**config.mk**
```make
export PLATFORM = sky130hd
export DESIGN_NAME = line_tracker
export DESIGN_NICKNAME = d
export VERILOG_FILES = /design/src/rtl/line_tracker.sv
export SDC_FILE = /design/constraint.sdc
export NUM_CORES = 1
export LEC_CHECK = 0
export ABC_AREA = 1
export CAP_MARGIN = 40
export CORE_MARGIN = 2
export CORE_UTILIZATION = 33
export CTS_BUF_LIST = sky130_fd_sc_hd__clkbuf_8
export CTS_CLUSTER_DIAMETER = 60
export DETAILED_ROUTE_END_ITERATION = 8
export SYNTH_ARGS = -nofsm -noshare
export SYNTH_HDL_FRONTEND = slang
export SYNTH_SLANG_ARGS = --single-unit
```
**constraint.sdc**
```tcl
create_clock -name clk -period 2.1 [get_ports clk]
set_input_delay 0.315 -clock clk [delete_from_list [all_inputs] [get_ports clk]]
set_output_delay 0.315 -clock clk [all_outputs]
set_load 0.02 [all_outputs]
```
**src/rtl/line_tracker.sv**
```systemverilog
// Line-follower steering: deglitches an NSENS-wide IR sensor bar and drives the
// 4-bit motor enable bus through an idle/start/follow/search/done/fault mode FSM.
module line_tracker #(
    parameter int unsigned NSENS        = 4,
    parameter int unsigned START_DLY    = 10,
    parameter int unsigned FILT         = 3,
    parameter int unsigned FINISH_CNT   = 4,
    parameter int unsigned LOST_TIMEOUT = 1000
) (
    input  logic             clk,
    input  logic             rst_n,
    input  logic             run,
    input  logic [NSENS-1:0] din,
    output logic [3:0]       en,
    output logic [2:0]       state,
    output logic             fault
);

    localparam int unsigned HALF = NSENS / 2;
    localparam int unsigned PW   = $clog2(HALF + 1);
    localparam int unsigned FW   = $clog2(FILT + 1);
    localparam int unsigned DW   = $clog2(START_DLY + 1);
    localparam int unsigned NW   = $clog2(FINISH_CNT + 1);
    localparam int unsigned TW   = $clog2(LOST_TIMEOUT + 1);

    localparam logic [3:0] EN_STOP  = 4'b1111;
    localparam logic [3:0] EN_FWD   = 4'b1010;
    localparam logic [3:0] EN_LEFT  = 4'b1110;
    localparam logic [3:0] EN_RIGHT = 4'b1011;

    typedef enum logic [2:0] {
        S_IDLE   = 3'd0,
        S_START  = 3'd1,
        S_FOLLOW = 3'd2,
        S_SEARCH = 3'd3,
        S_DONE   = 3'd4,
        S_FAULT  = 3'd5
    } state_t;

    state_t           state_q;
    logic [3:0]       en_q;
    logic             fault_q;
    logic [3:0]       last_dir_q;
    logic [DW-1:0]    dly_q;
    logic [NW-1:0]    fin_q;
    logic [TW-1:0]    to_q;

    logic [NSENS-1:0] din_q;
    logic [NSENS-1:0] filt_q;
    logic [FW-1:0]    fcnt_q;

    logic [PW-1:0]    lcnt;
    logic [PW-1:0]    rcnt;
    logic [3:0]       dir;
    logic             none;
    logic             all_on;

    // fcnt_q counts consecutive identical samples held in din_q; filt loads once FILT are seen
    always_ff @(posedge clk) begin
        if (!rst_n) begin
            din_q  <= '0;
            filt_q <= '0;
            fcnt_q <= '0;
        end else begin
            din_q <= din;
            if (din != din_q) begin
                fcnt_q <= FW'(1);
            end else if (fcnt_q != FW'(FILT)) begin
                fcnt_q <= fcnt_q + FW'(1);
            end
            if (fcnt_q == FW'(FILT)) begin
                filt_q <= din_q;
            end
        end
    end

    always_comb begin
        lcnt = '0;
        rcnt = '0;
        for (int unsigned i = 0; i < HALF; i++) begin
            rcnt = rcnt + PW'(filt_q[i]);
            lcnt = lcnt + PW'(filt_q[i+HALF]);
        end
        none   = (filt_q == '0);
        all_on = &filt_q;
        if (lcnt > rcnt) begin
            dir = EN_LEFT;
        end else if (rcnt > lcnt) begin
            dir = EN_RIGHT;
        end else begin
            dir = EN_FWD;
        end
    end

    always_ff @(posedge clk) begin
        if (!rst_n) begin
            state_q    <= S_IDLE;
            en_q       <= EN_STOP;
            fault_q    <= 1'b0;
            last_dir_q <= EN_FWD;
            dly_q      <= '0;
            fin_q      <= '0;
            to_q       <= '0;
        end else if (!run && (state_q == S_START || state_q == S_FOLLOW ||
                              state_q == S_SEARCH || state_q == S_FAULT)) begin
            state_q <= S_IDLE;
            en_q    <= EN_STOP;
            fault_q <= 1'b0;
            dly_q   <= '0;
            fin_q   <= '0;
            to_q    <= '0;
        end else begin
            case (state_q)
                S_IDLE: begin
                    en_q    <= EN_STOP;
                    fault_q <= 1'b0;
                    if (run) begin
                        state_q <= S_START;
                        dly_q   <= '0;
                    end
                end
                S_START: begin
                    if (dly_q == DW'(START_DLY - 1)) begin
                        state_q <= S_FOLLOW;
                        fin_q   <= '0;
                        if (none) begin
                            en_q <= last_dir_q;
                        end else begin
                            en_q       <= dir;
                            last_dir_q <= dir;
                        end
                    end else begin
                        dly_q <= dly_q + DW'(1);
                    end
                end
                S_FOLLOW: begin
                    if (all_on && fin_q == NW'(FINISH_CNT - 1)) begin
                        state_q <= S_DONE;
                        en_q    <= EN_STOP;
                    end else if (none) begin
                        state_q <= S_SEARCH;
                        en_q    <= last_dir_q;
                        to_q    <= '0;
                        fin_q   <= '0;
                    end else begin
                        en_q       <= dir;
                        last_dir_q <= dir;
                        fin_q      <= all_on ? fin_q + NW'(1) : '0;
                    end
                end
                S_SEARCH: begin
                    if (!none) begin
                        state_q    <= S_FOLLOW;
                        en_q       <= dir;
                        last_dir_q <= dir;
                        fin_q      <= '0;
                    end else if (to_q == TW'(LOST_TIMEOUT - 1)) begin
                        state_q <= S_FAULT;
                        en_q    <= EN_STOP;
                        fault_q <= 1'b1;
                    end else begin
                        to_q <= to_q + TW'(1);
                        en_q <= last_dir_q;
                    end
                end
                S_DONE: begin
                    en_q <= EN_STOP;
                end
                S_FAULT: begin
                    en_q    <= EN_STOP;
                    fault_q <= 1'b1;
                end
                default: begin
                    state_q <= S_IDLE;
                    en_q    <= EN_STOP;
                    fault_q <= 1'b0;
                end
            endcase
        end
    end

    assign en    = en_q;
    assign state = state_q;
    assign fault = fault_q;

endmodule

```
==> out/results.tsv, run 1 <==
stage	metric	value	unit
placed_design	GP Congestion	0.851	
critical_path	Worst Path Required	2.29	ns
placed_design	PortBufs	14	
floorplan	Die Wd	85.9	um
floorplan	# IOs	15	
global_routing	total grt overflow	0	
global_routing	global-route wire length before repair	8240	um
sta	Worst Hold Slack	0.444	ns
routing	final WL	4570	um
routing	drt pass-1 iters	4	
clock_network	root buf cell	clkbuf_8	
clock_network	TritonCTS Buffers	5	
clock_network	post-CTS sizing	0	
global_routing	GRT Total Usage	0.137	
cells_and_area	share of layout cells above drive strength 1	0.0876	
logic_synthesis	total number of yosys warnings	0	
global_routing	initial antenna violation count	0	
clock_network	setup repair bufs after CTS	0	
cells_and_area	Layout area overhead	16.2	%
power_and_ir_drop	P per Cell Area	1030	nW/um^2
logic_synthesis	Syn Nets	353	
global_routing	vias in the first global route	1919	
power_and_ir_drop	Lkg Pwr	1.19	nW
sta	setup ws final	0.287	ns
sta	Tightest Pin Transition	0.329	ns
logic_synthesis	Post-synth ARST share	0	
power_and_ir_drop	Tot Pwr	0.00266	W
sta	relative slew slack	0.780	
run	max-cap viol count	0	
sta	Setup violations, final	0	
clock_network	CTS tree	yes	
clock_network	Max clock buf depth	2	
global_routing	largest net degree at the start of global routing	14	
placed_design	hpwl dp	3470	um
placed_design	Placed Cells	423	
logic_synthesis	mean area per synthesized cell	6.65	sq um
clock_network	clk sinks	39	
floorplan	die height	85.9	um
logic_synthesis	register area share after synthesis	0.352	
min_path	worst hold path class	reg -> reg	
routing	vias per cell	4.63	
critical_path	CP Data Arrival Time	2.00	ns
logic_synthesis	Yosys cell types	25	
run_status	status	finished, final reports clean	
routing	DR DRC count	0	
clock_network	cts hold-fix bufs	0	
sta	FMAX	0.552	GHz
logic_synthesis	Post-Syn Area	2220	sq um
floorplan	Core Rows	29	
sta	Hold Fails Final Rpt	0	
placed_design	Setup WS pre-CTS	0.314	ns
critical_path	startpoint types	flip-flop	
power_and_ir_drop	VDD IR-drop max	646	uV
sta	unrepaired setup endpoints after global routing	false	
sta	minimum clock period	1.81	ns
cells_and_area	final std cells w/o fill	431	
sta	Tcrit/Tclk final	0.863	
routing	Iteration-0 DRC Markers	56	
logic_synthesis	number of flops mapped to enable cells by yosys	0	
critical_path	WS Path Type	reg -> reg	
floorplan	total die area	7390	sq um
floorplan	Starting Density	0.345	
clock_network	Worst-path clk slew	0.08	ns
sta	Fin Clk Skew	0.00807	ns
clock_network	H-tree levels	2	
routing	Final ANT Viol Nets	0	
sta	total negative slack	0	ns
logic_synthesis	Syn Inst Count	333	
logic_synthesis	Yosys reg bits	39	
logic_synthesis	Primary FF master, synth	dfxtp_1	
critical_path	critical-path maximum fanout	10	
routing	WL per Instance	10.6	um
floorplan	Core Region	6420	sq um
critical_path	Crit. End Element	flip-flop	
routing	Via Count	1997	
clock_network	Worst-Skew Late Latency	0.29	ns
sta	Slew Viols, Final	0	
cells_and_area	# nets final	373	
cells_and_area	diode count	0	
[flip-flops by register name, summed over array words and instances, names as in the netlist]
signal and count:
to_q 10, filt_q 4, dly_q 4, last_dir_q 4, fin_q 3, fcnt_q 2, state 3, fault 1
en 4, din_q 4
[power breakdown]
part	switching (W)	leakage (nW)	internal, W	total [W]
Clock	0.000284	0.0618	0.000391	0.000675
Combinational	0.000689	0.814	0.000370	0.00106
Sequential	0.0000854	0.318	0.000843	0.000928
[cell families after synthesis]
group | share of synthesized area
simple gates | 0.350
buf+inv | 0.0960
compound gates | 0.0926
flops | 0.352
fa+ha+maj | 0.0734
xor+xnor | 0.0356
[synth_stat cells, types with 2 or more instances]
cell type / instances / area [sq um]
buf_2: 2 / 10.0
nand3_2: 2 / 20.0
inv_2: 7 / 26.3
xnor2_1: 7 / 61.3
inv_1: 46 / 173
nand2_1: 93 / 349
nand2_2: 3 / 18.8
dfxtp_1: 39 / 781
o21ai_0: 12 / 60.1
a21oi_1: 25 / 125
nand3b_1: 3 / 22.5
nor2_4: 3 / 33.8
nand3_1: 18 / 90.1
nor2_2: 3 / 18.8
nor2_1: 42 / 158
nand4_1: 6 / 37.5
xor2_1: 2 / 17.5
ha_1: 13 / 163
[worst max-delay path, cell delays in order, from the launching register on]
cell and delay [ns]:
dfxtp_1 0.34, inv_1 0.06, ha_1 0.18, nand2_1 0.26
inv_1 0.18, nand2_1 0.15, nand2_1 0.10, nor2_2 0.20
o21ai_1 0.11, nand2_1 0.08, a21oi_1 0.04
[metrics by stage]
step | cell area (sq um) | util
4_1_cts | 2570 | 0.401
6_report | 2570 | 0.401
2_1_floorplan | 2220 | -
5_1_grt | 2570 | 0.401
3_5_place_dp | 2450 | 0.382
3_3_place_gp | 2450 | 0.382
[cell type report]
| class | instances | area (sq um) |
|---|---|---|
| tap | 77 | 96.3 |
| timing repair buffer | 16 | 155 |
| sequential | 39 | 781 |
| fill | 709 | 3850 |
| clock buffer | 6 | 82.6 |
| multi-input combinational | 238 | 1220 |
| inverter | 53 | 199 |
| clock inverter | 2 | 38.8 |
[layer usage]
metal  wire length [um]  global-route usage  up-vias
li1                   -                   -     1083
met1               2240               0.170      882
met2               2120               0.228       26
met3                143              0.0318        6
met4                 62              0.0534        0
met5                  0                   0        -
[worst paths after layout]
check | from | endpoint | slack [ns] | cells past startpoint
worst max-delay path | filt_q[2] | fin_q[2] | 0.29 | 10
worst min-delay path | last_dir_q[3] | last_dir_q[3] | 0.44 | 2
worst max register to register | filt_q[2] | fin_q[2] | 0.29 | 10
worst min register to register | last_dir_q[3] | last_dir_q[3] | 0.44 | 2
[cell usage in the layout, fill, tap and decap left out, types with 2 or more instances in the layout]
cell,count
nand4_1,6
nand2_1,93
nand3_2,2
nor2_1,42
xor2_1,2
buf_4,2
xnor2_1,7
ha_1,13
nand2_2,3
clkbuf_8,6
nand3_1,18
inv_1,46
nor2_4,3
dfxtp_1,39
nand3b_1,3
inv_2,7
clkdlybuf4s50_1,14
o21ai_0,12
a21oi_1,25
nor2_2,3
Power figures use the tool's default switching activity.
==> run 2: changes to the inputs <==
--- a/config.mk
+++ b/config.mk
@@ -15,3 +15,4 @@
 export SYNTH_ARGS = -nofsm -noshare
 export SYNTH_HDL_FRONTEND = slang
 export SYNTH_SLANG_ARGS = --single-unit
+export TNS_END_PERCENT = 30
==> constraint.sdc (replaced) <==
create_clock -name clk -period 1.9 [get_ports clk]
set_input_delay 0.285 -clock clk [delete_from_list [all_inputs] [get_ports clk]]
set_output_delay 0.285 -clock clk [all_outputs]
set_load 0.02 [all_outputs]
==> out/results.tsv, run 2 (synthesis gave the netlist of run 1 again) <==
stage	metric	value	unit	change
critical_path	Worst Reg-to-Reg Cells	11		was 10
critical_path	crit path buf inv count	1		was 2
critical_path	critical-path maximum fanout	6		was 10
min_path	worst hold path class	reg -> reg		unchanged
clock_network	TritonCTS Buffers	5		unchanged
sta	minimum clock period	1.71	ns	
power_and_ir_drop	Sw Pwr	0.00114	W	was 0.00106 W
min_path	hold path depth	2		unchanged
sta	FMAX	0.585	GHz	
sta	Tcrit/Tclk final	0.900		
routing	WL per Instance	10.5	um	was 10.6 um
sta	Tightest Pin Transition	0.287	ns	was 0.329 ns
floorplan	die height	85.9	um	unchanged
cells_and_area	Most flops, register	to_q		unchanged
power_and_ir_drop	sw frac	0.397		was 0.398
floorplan	total die area	7390	sq um	unchanged
clock_network	cts hold-fix bufs	0		unchanged
critical_path	r2r setup slk	0.24	ns	was 0.29 ns
cells_and_area	Final Util	0.402		was 0.401
routing	final WL	4550	um	was 4570 um
sta	unrepaired setup endpoints after global routing	false		unchanged
clock_network	Max clock buf depth	2		unchanged
clock_network	Worst-Skew Late Latency	0.29	ns	about the same
run	max-cap viol count	0		unchanged
critical_path	Crit. End Element	output port		was flip-flop
global_routing	GRT Total Usage	0.139		was 0.137
sta	Fin Clk Skew	0.00893	ns	was 0.00807 ns
critical_path	WS Path Type	reg -> out		was reg -> reg
power_and_ir_drop	sequential share of power	0.357		was 0.349
cells_and_area	Layout area overhead	16.5	%	was 16.2%
critical_path	CP max stage cell	clkdlybuf4s50_1		was dfxtp_1
clock_network	post-CTS sizing	0		unchanged
sta	Slew Viols, Final	0		unchanged
clock_network	setup repair bufs after CTS	0		unchanged
cells_and_area	# fillers	676		was 709
floorplan	Die Wd	85.9	um	unchanged
power_and_ir_drop	P_int	0.00173	W	was 0.00160 W
critical_path	CP Data Arrival Time	1.43	ns	was 2.00 ns
clock_network	H-tree levels	2		unchanged
placed_design	hpwl dp	3540	um	was 3470 um
sta	Hold Fails Final Rpt	0		unchanged
routing	vias per cell	4.64		was 4.63
power_and_ir_drop	Tot Pwr	0.00287	W	was 0.00266 W
global_routing	vias in the first global route	1909		was 1919
clock_network	clk sinks	39		unchanged
power_and_ir_drop	VDD IR-drop max	586	uV	was 646 uV
critical_path	CP peak stage delay	0.66	ns	was 0.34 ns
routing	DR DRC count	0		unchanged
placed_design	PortBufs	14		unchanged
critical_path	CP Depth	1		was 10
global_routing	total grt overflow	0		unchanged
cells_and_area	most common cell after layout, fill and taps aside	nand2_1		unchanged
power_and_ir_drop	clock network power share	0.234		was 0.254
placed_design	Setup WS pre-CTS	0.241	ns	was 0.314 ns
cells_and_area	diode count	0		unchanged
sta	relative slew slack	0.808		was 0.780
routing	drt pass-1 iters	4		unchanged
run_status	status	finished, final reports clean		unchanged
placed_design	GP Congestion	0.858		was 0.851
clock_network	CTS tree	yes		unchanged
cells_and_area	commonest cells after routing, fill and taps aside	nand2_1 (93), inv_1 (46), nor2_1 (42), dfxtp_1 (39), a21oi_1 (25)		unchanged
routing	Iteration-0 DRC Markers	87		was 56
sta	setup ws final	0.189	ns	was 0.287 ns
cells_and_area	# nets final	376		was 373
power_and_ir_drop	Logic pwr share	0.409		was 0.398
routing	Final ANT Viol Nets	0		unchanged
sta	Setup violations, final	0		unchanged
critical_path	Largest delay share family, worst path	buffers and inverters		was simple AND/OR/NAND/NOR gates
global_routing	largest net degree at the start of global routing	13		was 14
critical_path	Worst Path Required	1.62	ns	was 2.29 ns
power_and_ir_drop	Lkg Pwr	1.20	nW	was 1.19 nW
sta	total negative slack	0	ns	unchanged
critical_path	worst path cell trace	clkdlybuf4s50_1		was inv_1 -> ha_1 -> nand2_1 -> inv_1 -> nand2_1 -> nand2_1 -> nor2_2 -> o21ai_1 -> nand2_1 -> a21oi_1
floorplan	# IOs	15		unchanged
clock_network	root buf cell	clkbuf_8		unchanged
global_routing	global-route wire length before repair	8300	um	was 8240 um
routing	Via Count	2011		was 1997
floorplan	Core Rows	29		unchanged
global_routing	initial antenna violation count	0		unchanged
floorplan	Starting Density	0.345		unchanged
critical_path	startpoint types	flip-flop		unchanged
power_and_ir_drop	P per Cell Area	1110	nW/um^2	was 1030 nW/um^2
sta	Worst Hold Slack	0.437	ns	was 0.444 ns
cells_and_area	max FFs per register	10		unchanged
floorplan	Core Region	6420	sq um	unchanged
cells_and_area	share of layout cells above drive strength 1	0.0927		was 0.0876
clock_network	Worst-path clk slew	0.08	ns	about the same
[run 2: changes by cell type in the layout (fill, tap and decap cells not counted), sizes merged]
cell      change
inv           -1
buf           +3
clkbuf        -1
clkinvlp      +1
[run 2: metrics by stage]
| stage | area [sq um] | std cells |
|---|---|---|
| 4_1_cts | 2580 | 433 |
| 6_report | 2580 | 433 |
| 2_1_floorplan | 2220 | 333 |
| 5_1_grt | 2580 | 433 |
| 3_5_place_dp | 2480 | 426 |
| 3_3_place_gp | 2480 | 426 |
[run 2: layout make-up]
cell class,instances,area [sq um],share of cell area
inverter,53,199,0.0770
clock buffer,5,68.8,0.0266
multi-input combinational,238,1220,0.473
sequential,39,781,0.302
timing repair buffer,19,178,0.0688
clock inverter,2,37.5,0.0145
tap,77,96.3,0.0373
[run 2: power groups by stage]
stage	Sequential (W)	Combinational, W	Clock (W)
final	0.00102	0.00117	0.000671
after global routing	0.00104	0.00134	0.000742
after CTS	0.00103	0.00118	0.000696
after detailed placement	0.00104	0.00117	0
after global placement	0.00104	0.00117	0
after floorplan	0.00109	0.000777	0
[run 2: final timing paths]
| path | from | to |
|---|---|---|
| max | state[0] | state[0] |
| min | last_dir_q[1] | last_dir_q[1] |
| max reg2reg | filt_q[0] | to_q[8] |
| min reg2reg | last_dir_q[1] | last_dir_q[1] |
[run 2: routing by layer]
layer | vias to the layer above | wire length, um | global-route usage | share of wire
met2 | 26 | 2090 | 0.228 | 0.46
met1 | 898 | 2290 | 0.177 | 0.50
met3 | 2 | 139 | 0.0433 | 0.031
li1 | 1085 | - | - | -
met4 | 0 | 29 | 0.0390 | 0.0064
met5 | - | 0 | 0 | 0
==> edit, RTL diff (config.mk and constraints of run 1) <==
`NSENS`: 4 -> 8.
--- a/src/rtl/line_tracker.sv
+++ b/src/rtl/line_tracker.sv
@@ -1,7 +1,7 @@
 // Line-follower steering: deglitches an NSENS-wide IR sensor bar and drives the
 // 4-bit motor enable bus through an idle/start/follow/search/done/fault mode FSM.
 module line_tracker #(
-    parameter int unsigned NSENS        = 4,
+    parameter int unsigned NSENS        = 8,
     parameter int unsigned START_DLY    = 10,
     parameter int unsigned FILT         = 3,
     parameter int unsigned FINISH_CNT   = 4,
Ports: changed (resized din); port bits go from 15 to 19. The function was not compared with the original's and may differ.
==> edit against run 1 <==
The run now ends with negative setup slack left; total power increased by 8.6%; cell area increased by 34%; final cell count increased by 31%; synthesized area increased by 32%; sequential cell count increased by 8; wire length increased by 38%; via count increased by 29%; count of clock-buffer cells in the layout decreased by 1; clock power decreased by 17%; worst setup slack got worse by 0.41 ns; critical path type unchanged.
==> edit: results (changes against run 1) <==
- H-Tree Level Count: 2 (unchanged)
- Root Driver: clkbuf_8
- Total wire length: 6333 um (+38%)
- # DRC: 0 (unchanged)
- I/O Buffers: 18 (+4)
- N_diodes: 0 (unchanged)
- Area contributors post-synth: dfxtp_1, nand2_1, nor2_1
- Later-pin clock latency in the skew report: 0.31 ns (+0.02 ns)
- FILL cells: 896 (+26%)
- Post-synthesis async set-or-reset flop share: 0% (unchanged)
- Vias in the first global route: 2499 (+30%)
- YS warnings: 0 (unchanged)
- Hold Fails Final Rpt: 0 (unchanged)
- Placed Area: 3312 um^2 (+35%)
- Worst vdd ir: 0.3601 mV (-44%)
- Cells after synthesis: 428 (+29%)
- Hold_ws: 0.4428 ns (-0.001152 ns)
- Final WS setup: -0.1259 ns (-0.4131 ns)
- Post-route setup TNS: -0.2773 ns (-0.2773 ns)
- Psw: 1.203 mW (+14%)
- CTS buffer count: 5 (unchanged)
- Tot GR Track Use: 14.14% (+0.48 points)
- Pre-CTS setup slack: -0.1303 ns (-0.4444 ns)
- Final Non-Filler Cells: 565 (+31%)
- Biggest regs: to_q: 10 flops, din_q: 8 flops, filt_q: 8 flops
- Placed instance count: 556 (+31%)
- Initial antenna violation count: 0 (unchanged)
- DR vias/cell: 4.556 (-1.7%)
- Util after Layout: 40.02% (-0.076 points)
- Ratio of cells with drive above 1 in the final layout: 15.97% (+7.2 points)
- Pre-antenna DRT Iters: 5 (+1)
- Worst-margin pin slew: 0.4155 ns (+0.08689 ns)
- Distinct cell type count after synthesis: 39 (+56%)
- Largest net degree at the start of global routing: 16 (+2)
- Post-synthesis sequential area ratio: 32.19% (-3.0 points)
- Leak: 1.562 nW (+31%)
- Setup Viol. Count Final: 4 (+4)
- Hold Crit Class: flip-flop to flip-flop
- Top cells by count, synth: nand2_1, nor2_1, inv_1, dfxtp_1, nand3_1
- Clock Skew: 0.008475 ns (+0.0004037 ns)
- First-pass GRT wire length: 11120 um (+35%)
- Placer congestion estimate: 0.8628 (+1.4%)
- Clock slew at reported path FFs: 0.09 ns
- Status: finished, violations left
- Nets@finish: 486 (+30%)
- CTS max path bufs: 2 (unchanged)
- Main synth FF type: dfxtp_1
- Syn nets: 458 (+30%)
- Failing checks: negative setup slack
- First DRT Iteration DRCs: 78 (+39%)
- Crit path DAT: 2.42 ns (+0.42 ns)
- CP max FO: 3 (-7)
- DP HPWL: 4878 um (+41%)
-- edit: cell types whose count changed in the layout (fill, tap and decap cells not counted), sizes merged, moves of 5 or more --
cell | run 1 | this run
nand2 | 97 | 125
nand3 | 20 | 37
nor2 | 48 | 65
buf | 2 | 12
dfxtp | 39 | 47
inv | 54 | 61
or2 | 0 | 5
-- edit: power by group through the flow --
stage / clock network (mW) / registers (mW) / logic (mW)
after detailed placement: 0 / 1.11 / 1.22
final: 0.559 / 1.09 / 1.24
after global placement: 0 / 1.11 / 1.22
after floorplan: 0 / 1.13 / 0.905
after CTS: 0.575 / 1.09 / 1.24
after global routing: 0.622 / 1.11 / 1.40
-- edit: kinds of logic (layout without fill, tap and decap cells) --
| group | Yosys count | count (layout) | synth area share [%] |
|---|---|---|---|
| AOI/OAI and AO/OA | 43 | 43 | 8.262 |
| xor gates and xnor gates | 9 | 9 | 2.697 |
| adders and majority gates | 19 | 19 | 8.647 |
| buffers and inverters | 70 | 99 | 9.888 |
| DFF | 47 | 47 | 32.19 |
| and+or+nand+nor | 240 | 240 | 38.31 |
-- edit: final timing paths --
check                                                start                    endpoint  depth (start not counted)
worst max-delay path                filt_q[7]$_SDFFE_PN0N_          en[2]$_SDFFE_PP1N_                         14
worst min-delay path            last_dir_q[1]$_SDFFE_PN1P_  last_dir_q[1]$_SDFFE_PN1P_                          2
worst max register to register      filt_q[7]$_SDFFE_PN0N_          en[2]$_SDFFE_PP1N_                         14
worst min register to register  last_dir_q[1]$_SDFFE_PN1P_  last_dir_q[1]$_SDFFE_PN1P_                          2
-- edit: cell type report --
class | instances | area share (%)
clock inverter | 3 | 0.6155
tap | 108 | 3.910
clock buffer | 5 | 1.991
inverter | 61 | 6.770
multi-input combinational | 311 | 51.48
timing repair buffer | 30 | 7.820
sequential | 47 | 27.41
-- edit: metal layers --
| metal | vias to the layer above | part of all wire, % | global-route usage (%) | wire [um] |
|---|---|---|---|---|
| met5 | - | 0 | 0 | 0 |
| met4 | 0 | 2.0 | 5.662 | 126 |
| met3 | 10 | 3.0 | 3.006 | 190 |
| met2 | 41 | 47 | 24.71 | 2961 |
| met1 | 1136 | 48 | 16.86 | 3055 |
| li1 | 1387 | - | - | - |
-- edit: what timing repair did --
action,4_1_cts,5_1_grt
buffers inserted,1,0
pin swaps,6,6
endpoints found under the setup margin,4,6
gates resized for setup,8,3
-- edit: worst max-delay path: stages, from the launching register on --
cell and delay [ns]:
dfxtp_2 0.34, fa_1 0.47, ha_2 0.20, ha_4 0.26, inv_2 0.04, ha_4 0.24, nand2_1 0.04, inv_1 0.06
nand2_1 0.06, nand2_2 0.09, nand2_2 0.07, nand3_2 0.08, nand3_2 0.07, nand2_1 0.06, nand2_1 0.04
